### src/rtl/fifo_rd_stream_pkg.sv
// Shared types and constants for the FIFO read-side stream engine.
package fifo_rd_stream_pkg;

  localparam int unsigned BUF_DEPTH = 2;
  localparam int unsigned CREDIT_W  = 3;

  typedef enum logic [1:0] {
    OCC_EMPTY = 2'd0,
    OCC_ONE   = 2'd1,
    OCC_TWO   = 2'd2
  } occ_e;

endpackage

### src/rtl/fifo_rd_stream.sv
// Drains a 1-cycle-latency FIFO read port into a first-word-fall-through ready/valid stream.
// Optional beat counter on the beat_cnt port when FIFO_RD_STREAM_STATS_EN is defined.
module fifo_rd_stream
  import fifo_rd_stream_pkg::*;
#(
  parameter int unsigned DATA_WIDTH = 8,
  parameter int unsigned CNT_WIDTH  = 32
) (
  input  logic                  clk,
  input  logic                  rst,
  input  logic                  fifo_empty,
  output logic                  fifo_rd_en,
  input  logic [DATA_WIDTH-1:0] fifo_dout,
  input  logic                  fifo_valid,
  input  logic                  flush,
  output logic                  m_valid,
  output logic [DATA_WIDTH-1:0] m_data,
  input  logic                  m_ready,
  output logic                  proto_err
`ifdef FIFO_RD_STREAM_STATS_EN
  ,
  output logic [CNT_WIDTH-1:0]  beat_cnt
`endif
);

  occ_e                  occ_q, occ_d;
  logic                  inflight_q, inflight_d;
  logic [DATA_WIDTH-1:0] head_q, head_d;
  logic [DATA_WIDTH-1:0] tail_q, tail_d;
  logic                  proto_err_q, proto_err_d;
  logic                  pop_c;
  logic                  push_c;
  logic [CREDIT_W-1:0]   credit_c;

  // Credit check, buffer/occupancy next state and error tracking.
  always_comb begin
    occ_d       = occ_q;
    head_d      = head_q;
    tail_d      = tail_q;
    pop_c       = (occ_q != OCC_EMPTY) && m_ready;
    credit_c    = CREDIT_W'(occ_q) + CREDIT_W'(inflight_q) - CREDIT_W'(pop_c);
    fifo_rd_en  = ~fifo_empty && ~flush && ~rst && (credit_c < CREDIT_W'(BUF_DEPTH));
    inflight_d  = fifo_rd_en;
    push_c      = fifo_valid && inflight_q && ~flush;
    proto_err_d = proto_err_q || (fifo_valid && ~inflight_q);

    if (flush) begin
      occ_d = OCC_EMPTY;
    end else begin
      unique case (occ_q)
        OCC_EMPTY: begin
          if (push_c) begin
            occ_d  = OCC_ONE;
            head_d = fifo_dout;
          end
        end
        OCC_ONE: begin
          if (push_c && !pop_c) begin
            occ_d  = OCC_TWO;
            tail_d = fifo_dout;
          end else if (push_c && pop_c) begin
            head_d = fifo_dout;
          end else if (pop_c) begin
            occ_d = OCC_EMPTY;
          end
        end
        OCC_TWO: begin
          // The credit rule never lets a push land here without a pop.
          if (pop_c) begin
            head_d = tail_q;
            if (push_c) begin
              tail_d = fifo_dout;
            end else begin
              occ_d = OCC_ONE;
            end
          end
        end
        default: occ_d = OCC_EMPTY;
      endcase
    end
  end

  always_ff @(posedge clk or posedge rst) begin
    if (rst) begin
      occ_q       <= OCC_EMPTY;
      inflight_q  <= 1'b0;
      head_q      <= '0;
      tail_q      <= '0;
      proto_err_q <= 1'b0;
    end else begin
      occ_q       <= occ_d;
      inflight_q  <= inflight_d;
      head_q      <= head_d;
      tail_q      <= tail_d;
      proto_err_q <= proto_err_d;
    end
  end

  assign m_valid   = (occ_q != OCC_EMPTY);
  assign m_data    = head_q;
  assign proto_err = proto_err_q;

`ifdef FIFO_RD_STREAM_STATS_EN
  logic [CNT_WIDTH-1:0] beat_cnt_q, beat_cnt_d;

  // Counts consumed beats, including a pop that coincides with flush.
  always_comb begin
    beat_cnt_d = beat_cnt_q + CNT_WIDTH'(pop_c);
  end

  always_ff @(posedge clk or posedge rst) begin
    if (rst) begin
      beat_cnt_q <= '0;
    end else begin
      beat_cnt_q <= beat_cnt_d;
    end
  end

  assign beat_cnt = beat_cnt_q;
`else
  logic [CNT_WIDTH-1:0] unused_cnt;
  assign unused_cnt = '0;
`endif

endmodule
### config.mk
export PLATFORM = sky130hd
export DESIGN_NAME = fifo_rd_stream
export DESIGN_NICKNAME = d
export VERILOG_FILES = /design/src/rtl/fifo_rd_stream_pkg.sv /design/src/rtl/fifo_rd_stream.sv
export SDC_FILE = /design/constraint.sdc
export NUM_CORES = 1
export LEC_CHECK = 0
export CORE_UTILIZATION = 31
export CTS_BUF_LIST = sky130_fd_sc_hd__clkbuf_4 sky130_fd_sc_hd__clkbuf_8
export DETAILED_ROUTE_END_ITERATION = 10
export MAX_ROUTING_LAYER = met4
export PLACE_DENSITY = 0.62
export SLEW_MARGIN = 25
export SYNTH_ARGS = -nofsm -noshare
export SYNTH_HDL_FRONTEND = slang
export SYNTH_SLANG_ARGS = --single-unit
### constraint.sdc
create_clock -name clk -period 7 [get_ports clk]
set_input_delay 1.4 -clock clk [delete_from_list [all_inputs] [get_ports clk]]
set_output_delay 1.4 -clock clk [all_outputs]
set_load 0.005 [all_outputs]
==> flow_metrics.env, run 1 <==
export IMPL_drive_gt1_frac=0.364
export IMPL_relSlewSlack=0.483
export IMPL_cts_setup_buffers=0
export IMPL_combPwrFrac=0.201
export IMPL_io_pins=25
export IMPL_rsz0062_at_grt="false"
export IMPL_dp_slack_ps=1790
export IMPL_p_sw_mw=0.0602
export IMPL_crit_path_start="m_ready"
export IMPL_cts_tree="built"
export IMPL_synth_nets=90
export IMPL_yosys_mux_area_fraction=0.281
export IMPL_intPower_mw=0.229
export IMPL_grt_pass1_vias=754
export IMPL_tightest_slew_ps=775
export IMPL_finalPower_mw=0.289
export IMPL_powerDensity_mw_per_mm2=211
export IMPL_synth_simple_area_share=0.0964
export IMPL_grt_usage=0.122
export IMPL_seqPwrFrac=0.474
export IMPL_rows=20
export IMPL_drt_iter0_drc=13
export IMPL_synth_top_family_by_area="multiplexers"
export IMPL_required_ps=5600
export IMPL_routabilityCongestion=0.739
export IMPL_ant_nets=0
export IMPL_cp_end_kind="output pin"
export IMPL_worst_ep_arrival_time_ps=3790
export IMPL_wl_mm=1.77
export IMPL_drc=0
export IMPL_nets=116
export IMPL_fillers=304
export IMPL_die_y_um=59.9
export IMPL_peakVddDrop_mv=0.167
export IMPL_ys_top_cells_by_count="mux2_2, dfrtp_1"
export IMPL_avgViaCountPerCell=4.64
export IMPL_path_clk_slew_ps=110
export IMPL_die_area_mm2=0.00359
export IMPL_clock_latency_ps=300
export IMPL_die_x_um=59.9
export IMPL_finalClockSkew_ps=12.2
export IMPL_worstSetupStartpointType="input port"
export IMPL_vias=664
export IMPL_finalHoldViolCount=0
export IMPL_root_buffer="clkbuf_4"
export IMPL_cts_buffers=3
export IMPL_hp_start="proto_err"
export IMPL_ys_seq_elements=20
export IMPL_diodes=0
export IMPL_dr_pass1_iters=3
export IMPL_synth_most_common_cell="mux2_2"
export IMPL_cts_repair_resized=0
export IMPL_synthAdderAreaFrac=0.0313
export IMPL_port_buffers=24
export IMPL_ys_flop_type="dfrtp_1"
export IMPL_yosysSeqAreaShare=0.482
export IMPL_h_tree_depth=1
export IMPL_rr_startpoint="occ_q[1]"
export IMPL_path_class="input port to output pin"
export IMPL_synth_top_area_share=0.482
export IMPL_slew_viol_final=0
export IMPL_cts_num_sinks=20
export IMPL_finalSetupTns_ps=0
export IMPL_hp_class="flip-flop to flip-flop"
export IMPL_synth_compound_area_share=0.0759
export IMPL_core_area_mm2=0.00313
export IMPL_synth_xor_area_frac=0.00843
export IMPL_yosys_warnings=0
export IMPL_setup_viol=0
export IMPL_clkPwrFrac=0.325
export IMPL_synth_area_leaders="dfrtp_1, mux2_2, o41ai_4, a211oi_4, fa_1"
export IMPL_swShare=0.208
export IMPL_p_leak_nw=0.572
export IMPL_outcome="finished clean"
export IMPL_antenna_found_initial=0
export IMPL_finalCriticalPeriod_ps=5190
export IMPL_syn_area_mm2=0.00104
export IMPL_max_freq_mhz=193
export IMPL_grt_overflow=0
export IMPL_ctsHoldBuffers=0
export IMPL_area_growth_pct=31.7
export IMPL_fin_ws_ps=1810
export IMPL_initial_core_util=0.332
export IMPL_syn_avg_cell_area_um2=14.0
export IMPL_worst_hold_slack_ps=470
export IMPL_clockBufferDepth=2
export IMPL_dpl_cell_count=139
export IMPL_grt_pass1_wl_mm=3.14
export IMPL_maxCapViolCount=0
export IMPL_wl_per_cell_um=12.4
export IMPL_synth_edff_count=0
export IMPL_synth_top_area_cell="dfrtp_1"
export IMPL_crit_fanout=7
export IMPL_period_share=0.741
export IMPL_synthCells=74
export IMPL_instances_no_fill=143
export IMPL_yosysUniqueCellTypes=27
export IMPL_hpwl_mm=1.31
export IMPL_synthArstFlopShare=1.00
export IMPL_grt_start_max_net_pins=22
## flip-flops by register name (all words and copies together), names as in the netlist
name / cells
inflight_q: 1
m_data: 8
occ_q: 2
proto_err: 1
tail_q: 8
## cell type report
class	count	area, um^2	share of cell area
tap	44	55.1	0.0403
sequential	20	500	0.366
clock buffer	3	22.5	0.0165
inverter	2	7.51	0.00549
clock inverter	1	30.0	0.0220
multi-input combinational	49	512	0.374
timing repair buffer	24	240	0.176
## power groups by stage
| stage | sequential (mW) | clock (mW) | combinational, mW |
|---|---|---|---|
| after global routing | 0.139 | 0.102 | 0.0636 |
| after detailed placement | 0.139 | 0 | 0.0589 |
| final | 0.137 | 0.0941 | 0.0581 |
| after floorplan | 0.140 | 0 | 0.0210 |
| after global placement | 0.139 | 0 | 0.0584 |
| after CTS | 0.137 | 0.0976 | 0.0592 |
## cell usage in the layout (no fill, tap or decap), drive strengths merged
master	count
a21o	1
inv	2
ha	1
clkdlybuf4s50	24
a21bo	1
mux2	25
and2	1
a211oi	1
a21oi	1
bufinv	1
nand3b	1
nor2b	1
or2	2
nor2	1
mux2i	1
or2b	1
o32ai	1
nand2	1
dfrtp	20
or3b	2
and4	1
nand2b	2
fa	1
clkbuf	3
nand4bb	1
o41ai	1
xnor2	1
## per-layer routing
layer  GRT usage  vias to the layer above  share of wire
met3      0.0411                        2          0.050
met4      0.0199                        0         0.0045
met2       0.211                       19           0.47
met1       0.138                      328           0.47
met5           -                        -              0
li1            -                      315              -
## cell families after synthesis
logic type / count (synthesis)
muxes: 26
DFF: 20
and+or+nand+nor: 14
AOI/OAI and AO/OA: 6
buffers and inverters: 5
adders and majority gates: 2
xor gates and xnor gates: 1
## through the flow
stage / cell area (um^2) / utilization
floorplan: 1040 / -
finish: 1370 / 0.437
detailed placement: 1320 / 0.420
global placement: 1320 / 0.420
CTS: 1370 / 0.437
global route: 1370 / 0.437
## worst paths after layout
check	to	slack [ps]	cells after the start
min in group asynchronous	m_data[0]	1520	2
setup reg to reg	inflight_q	4660	7
setup / recovery	fifo_rd_en	1810	8
hold / removal	proto_err	470	1
max in group asynchronous	occ_q[0]	4990	2
hold reg to reg	proto_err	470	1
## critical path: stages
cell and delay [ps]:
clkdlybuf4s50_1 580, and2_1 170, ha_1 220, nand2b_1 160, fa_1 410, xnor2_1 130
and4_1 230, clkdlybuf4s50_1 500
No activity file was read; power rests on OpenSTA's default activity.
==> inputs of run 2 (changes only) <==
PLACE_DENSITY = 0.64   (was 0.62)
clock period = 4.7 ns   (was 7 ns; I/O delays follow)
==> run 2 against run 1 <==
  * Via count shrank 0.60%
  * Flip-flop and latch count did not move
  * Power up 49%
  * Setup slack lost 1400 ps
==> flow_metrics.env, run 2 (synthesis gave the netlist of run 1 again) <==
export IMPL_outcome="finished clean"
export IMPL_ctsHoldBuffers=0
export IMPL_grt_usage=0.118
export IMPL_relSlewSlack=0.568
export IMPL_finalHoldViolCount=0
export IMPL_wl_per_cell_um=12.4
export IMPL_dr_pass1_iters=4
export IMPL_finalCriticalPeriod_ps=4290
export IMPL_clock_latency_ps=300
export IMPL_finalPower_mw=0.431
export IMPL_grt_start_max_net_pins=22
export IMPL_path_clk_slew_ps=110
export IMPL_powerDensity_mw_per_mm2=313
export IMPL_period_share=0.912
export IMPL_layout_common_cells="mux2_2, clkdlybuf4s50_1, dfrtp_1"
export IMPL_port_buffers=24
export IMPL_wl_mm=1.78
export IMPL_cts_setup_buffers=0
export IMPL_clockBufferDepth=2
export IMPL_cpPeakStageDelay_ps=520
export IMPL_hpwl_mm=1.26
export IMPL_required_ps=3760
export IMPL_dpl_cell_count=140
export IMPL_ant_nets=0
export IMPL_grt_pass1_vias=696
export IMPL_core_area_mm2=0.00313
export IMPL_slew_viol_final=0
export IMPL_dp_slack_ps=397
export IMPL_cp_end_kind="output pin"
export IMPL_io_pins=25
export IMPL_nets=117
export IMPL_crit_fanout=7
export IMPL_p_leak_nw=0.577
export IMPL_crit_top_cell="clkdlybuf4s50_1"
export IMPL_cts_tree="built"
export IMPL_cts_repair_resized=0
export IMPL_die_x_um=59.9
export IMPL_die_y_um=59.9
export IMPL_peakVddDrop_mv=0.224
export IMPL_h_tree_depth=1
export IMPL_vias=660
export IMPL_seqCellArea_um2=500
export IMPL_path_cells="clkdlybuf4s50_1 > and2_1 > ha_1 > nand2b_1 > fa_1 > xnor2_1 > and4_1 > clkdlybuf4s50_1"
export IMPL_initial_core_util=0.332
export IMPL_worst_ep_arrival_time_ps=3350
export IMPL_tightest_slew_ps=646
export IMPL_grt_pass1_wl_mm=3.02
export IMPL_rsz0062_at_grt="false"
export IMPL_finalSetupTns_ps=0
export IMPL_drt_iter0_drc=10
export IMPL_antenna_found_initial=0
export IMPL_fin_ws_ps=414
export IMPL_cts_num_sinks=20
export IMPL_path_class="input port to output pin"
export IMPL_cts_buffers=3
export IMPL_root_buffer="clkbuf_4"
export IMPL_setup_viol=0
export IMPL_avgViaCountPerCell=4.58
export IMPL_diodes=0
export IMPL_worstSetupStartpointType="input port"
export IMPL_die_area_mm2=0.00359
export IMPL_crit_slowest_cell="clkdlybuf4s50_1"
export IMPL_fillers=294
export IMPL_drive_gt1_frac=0.370
export IMPL_multi_input_area_um2=512
export IMPL_layout_commonest_cell="mux2_2"
export IMPL_design_area_mm2=0.00138
export IMPL_hp_class="flip-flop to flip-flop"
export IMPL_dpl_instance_area_mm2=0.00132
export IMPL_routabilityCongestion=0.762
export IMPL_rows=20
export IMPL_drc=0
export IMPL_instances_no_fill=144
export IMPL_max_freq_mhz=233
export IMPL_maxCapViolCount=0
export IMPL_area_growth_pct=32.4
export IMPL_grt_overflow=0
export IMPL_finalClockSkew_ps=6.42
run 2: cell count changes in the layout (fill, tap and decap cells not counted):
| cell | previous run | this run |
|---|---|---|
| buf_4 | 0 | 1 |
run 2: critical path, delay by kind of cell:
| family | cells | cell delay [ps] |
|---|---|---|
| adder cells (fa/ha/maj) | 2 | 660 |
| AND/OR/NAND/NOR | 3 | 580 |
| buffers and inverters | 2 | 1020 |
| XOR/XNOR | 1 | 130 |
run 2: routing by layer:
| metal | up-vias | part of all wire | global-route usage |
|---|---|---|---|
| li1 | 316 | - | - |
| met1 | 322 | 0.48 | 0.143 |
| met2 | 22 | 0.45 | 0.190 |
| met3 | 0 | 0.068 | 0.0519 |
| met4 | 0 | 0 | 0.00997 |
| met5 | - | 0 | - |
run 2: cell type report:
| class | instances | area share |
|---|---|---|
| clock buffer | 3 | 0.0164 |
| clock inverter | 1 | 0.0218 |
| inverter | 2 | 0.00546 |
| multi-input combinational | 49 | 0.372 |
| sequential | 20 | 0.364 |
| tap | 44 | 0.0400 |
| timing repair buffer | 25 | 0.180 |
run 2: worst paths after layout:
path                       startpoint    endpoint  slack, ps  cells after the start
min in group asynchronous         rst   m_data[4]        960                      3
max in group asynchronous         rst    occ_q[0]       3520                      3
hold / removal              proto_err   proto_err        460                      1
setup / recovery              m_ready  fifo_rd_en        410                      8
setup reg to reg             occ_q[1]  inflight_q       2350                      7
hold reg to reg             proto_err   proto_err        460                      1
run 2: report_power, final:
group          internal, mW  switching [mW]  total (mW)
Clock                0.0862          0.0537       0.140
Combinational        0.0624          0.0255      0.0879
Sequential            0.193          0.0102       0.203
Total                 0.341          0.0894       0.431
run 2: per-stage QoR:
| stage | utilization | hold slack (ps) |
|---|---|---|
| 6_report | 0.440 | 463 |
| 5_1_grt | 0.440 | 511 |
| 4_1_cts | 0.440 | 470 |
| 3_5_place_dp | 0.423 | 443 |
| 3_3_place_gp | 0.423 | 442 |
| 2_1_floorplan | - | 451 |
==> inputs of run 3 (changes only) <==
PLACE_DENSITY = not set   (was 0.64)
==> run 3 against run 2 <==
  * Core utilization unchanged
  * Count of clock-buffer cells in the layout unchanged
  * Global-route usage increased by 0.65 points
  * Design area unchanged
  * Die area unchanged
  * Sequential power about the same
  * Combinational power about the same
  * Critical path depth unchanged
  * Clock power about the same
  * Maximum frequency decreased by 0.39%
  * Critical path type unchanged
  * Critical endpoint unchanged
  * Largest power group unchanged
==> flow_metrics.env, run 3 (synthesis gave the netlist of run 1 again) <==
export IMPL_root_buffer="clkbuf_4"
export IMPL_port_buffers=24
export IMPL_io_pins=25
export IMPL_slew_viol_final=0
export IMPL_grt_usage=0.125
export IMPL_tightest_slew_ps=638
export IMPL_clkPwrFrac=0.327
export IMPL_clock_latency_ps=300
export IMPL_cpPeakStageDelay_ps=520
export IMPL_utilization=0.440
export IMPL_fillers=310
export IMPL_fin_ws_ps=398
export IMPL_dp_slack_ps=395
export IMPL_seqPwrFrac=0.470
export IMPL_combPwrFrac=0.204
export IMPL_layout_common_cells="mux2_2, clkdlybuf4s50_1, dfrtp_1"
export IMPL_area_growth_pct=32.4
export IMPL_required_ps=3760
export IMPL_cts_tree="built"
export IMPL_min_path_cells=1
export IMPL_ant_nets=0
export IMPL_wl_mm=1.87
export IMPL_routabilityCongestion=0.771
export IMPL_powerDensity_mw_per_mm2=315
export IMPL_crit_buf_inv=2
export IMPL_intPower_mw=0.342
export IMPL_setup_viol=0
export IMPL_avgViaCountPerCell=4.61
export IMPL_drt_iter0_drc=16
export IMPL_period_share=0.915
export IMPL_wl_per_cell_um=13.0
export IMPL_rr_startpoint="occ_q[1]"
export IMPL_crit_top_cell="clkdlybuf4s50_1"
export IMPL_path_clk_slew_ps=110
export IMPL_finalSetupTns_ps=0
export IMPL_antenna_found_initial=0
export IMPL_grt_start_max_net_pins=21
export IMPL_crit_fanout=7
export IMPL_clockBufferDepth=2
export IMPL_rr_worst_depth=7
export IMPL_finalPower_mw=0.433
export IMPL_cp_end_kind="output pin"
export IMPL_finalClockSkew_ps=4.46
export IMPL_dr_pass1_iters=2
export IMPL_path_class="input port to output pin"
export IMPL_die_x_um=59.9
export IMPL_max_freq_mhz=232
export IMPL_h_tree_depth=1
export IMPL_drc=0
export IMPL_grt_overflow=0
export IMPL_die_y_um=59.9
export IMPL_hpwl_mm=1.39
export IMPL_worst_ep_arrival_time_ps=3360
export IMPL_initial_core_util=0.332
export IMPL_layout_commonest_cell="mux2_2"
export IMPL_relSlewSlack=0.573
export IMPL_cts_buffers=3
export IMPL_finalCriticalPeriod_ps=4300
export IMPL_die_area_mm2=0.00359
export IMPL_vias=664
export IMPL_ctsHoldBuffers=0
export IMPL_grt_pass1_vias=720
export IMPL_cts_setup_buffers=0
export IMPL_diodes=0
export IMPL_hp_class="flip-flop to flip-flop"
export IMPL_crit_slowest_cell="clkdlybuf4s50_1"
export IMPL_cts_repair_resized=0
export IMPL_ff2ff_setup_slack_ps=2330
export IMPL_finalHoldViolCount=0
export IMPL_min_to="proto_err"
export IMPL_drive_gt1_frac=0.370
export IMPL_swShare=0.212
export IMPL_rsz0062_at_grt="false"
export IMPL_p_sw_mw=0.0917
export IMPL_r2r_end="inflight_q"
export IMPL_maxCapViolCount=0
export IMPL_rows=20
export IMPL_cp_top_family="buffers and inverters"
export IMPL_peakVddDrop_mv=0.178
export IMPL_p_leak_nw=0.577
export IMPL_nets=117
export IMPL_path_cells="clkdlybuf4s50_1 > and2_1 > ha_1 > nand2b_1 > fa_1 > xnor2_1 > and4_1 > clkdlybuf4s50_1"
export IMPL_hp_start="proto_err"
export IMPL_grt_pass1_wl_mm=3.15
export IMPL_core_area_mm2=0.00313
export IMPL_worstSetupStartpointType="input port"
export IMPL_outcome="finished clean"
export IMPL_cts_num_sinks=20
## run 3: cell counts in the layout (fill, tap and decap cells not counted)
Identical to the previous run, type by type.
## run 3: worst register-to-register path, delay by kind of cell (launching register included)
family / cells / cell delay [ps]
and+or+nand+nor: 4 / 920
xor gates and xnor gates: 1 / 130
adders and majority gates: 2 / 680
DFF: 1 / 550
## run 3: power groups by stage
stage | clock network [mW] | logic, mW | registers [mW]
after floorplan | 0 | 0.0313 | 0.208
after global placement | 0 | 0.0880 | 0.206
after detailed placement | 0 | 0.0892 | 0.207
after CTS | 0.149 | 0.0898 | 0.204
after global routing | 0.154 | 0.0961 | 0.206
final | 0.142 | 0.0882 | 0.203
## run 3: worst max path at each step
stage / from / slack (ps) / to / depth (start not counted)
global placement: m_ready / 480 / fifo_rd_en / 8
finish: m_ready / 400 / fifo_rd_en / 8
global route: m_ready / 260 / fifo_rd_en / 8
detailed placement: m_ready / 400 / fifo_rd_en / 8
CTS: m_ready / 390 / fifo_rd_en / 8
floorplan: m_ready / 1550 / fifo_rd_en / 6
## run 3: cell type report
class / count / area [um^2] / share of cell area
Timing Repair Buffer: 25 / 248 / 0.180
Clock inverter: 1 / 30.0 / 0.0218
Inverter: 2 / 7.51 / 0.00546
Multi-Input combinational cell: 49 / 512 / 0.372
Tap cell: 44 / 55.1 / 0.0400
Clock buffer: 3 / 22.5 / 0.0164
Sequential cell: 20 / 500 / 0.364
## run 3: per-stage QoR
| stage | std cells | hold slack [ps] | area, um^2 |
|---|---|---|---|
| after floorplan | 74 | 451 | 1040 |
| after global placement | 140 | 442 | 1320 |
| after detailed placement | 140 | 446 | 1320 |
| after CTS | 144 | 475 | 1380 |
| after global routing | 144 | 512 | 1380 |
| final | 144 | 467 | 1380 |
## run 3: routing by layer
layer  wire length [um]  track usage  part of all wire  vias up
met4                  0       0.0498                 0        0
li1                   -            -                 -      317
met3                 80       0.0195             0.043        0
met5                  0            -                 0        -
met1                907        0.168              0.48      328
met2                884        0.187              0.47       19
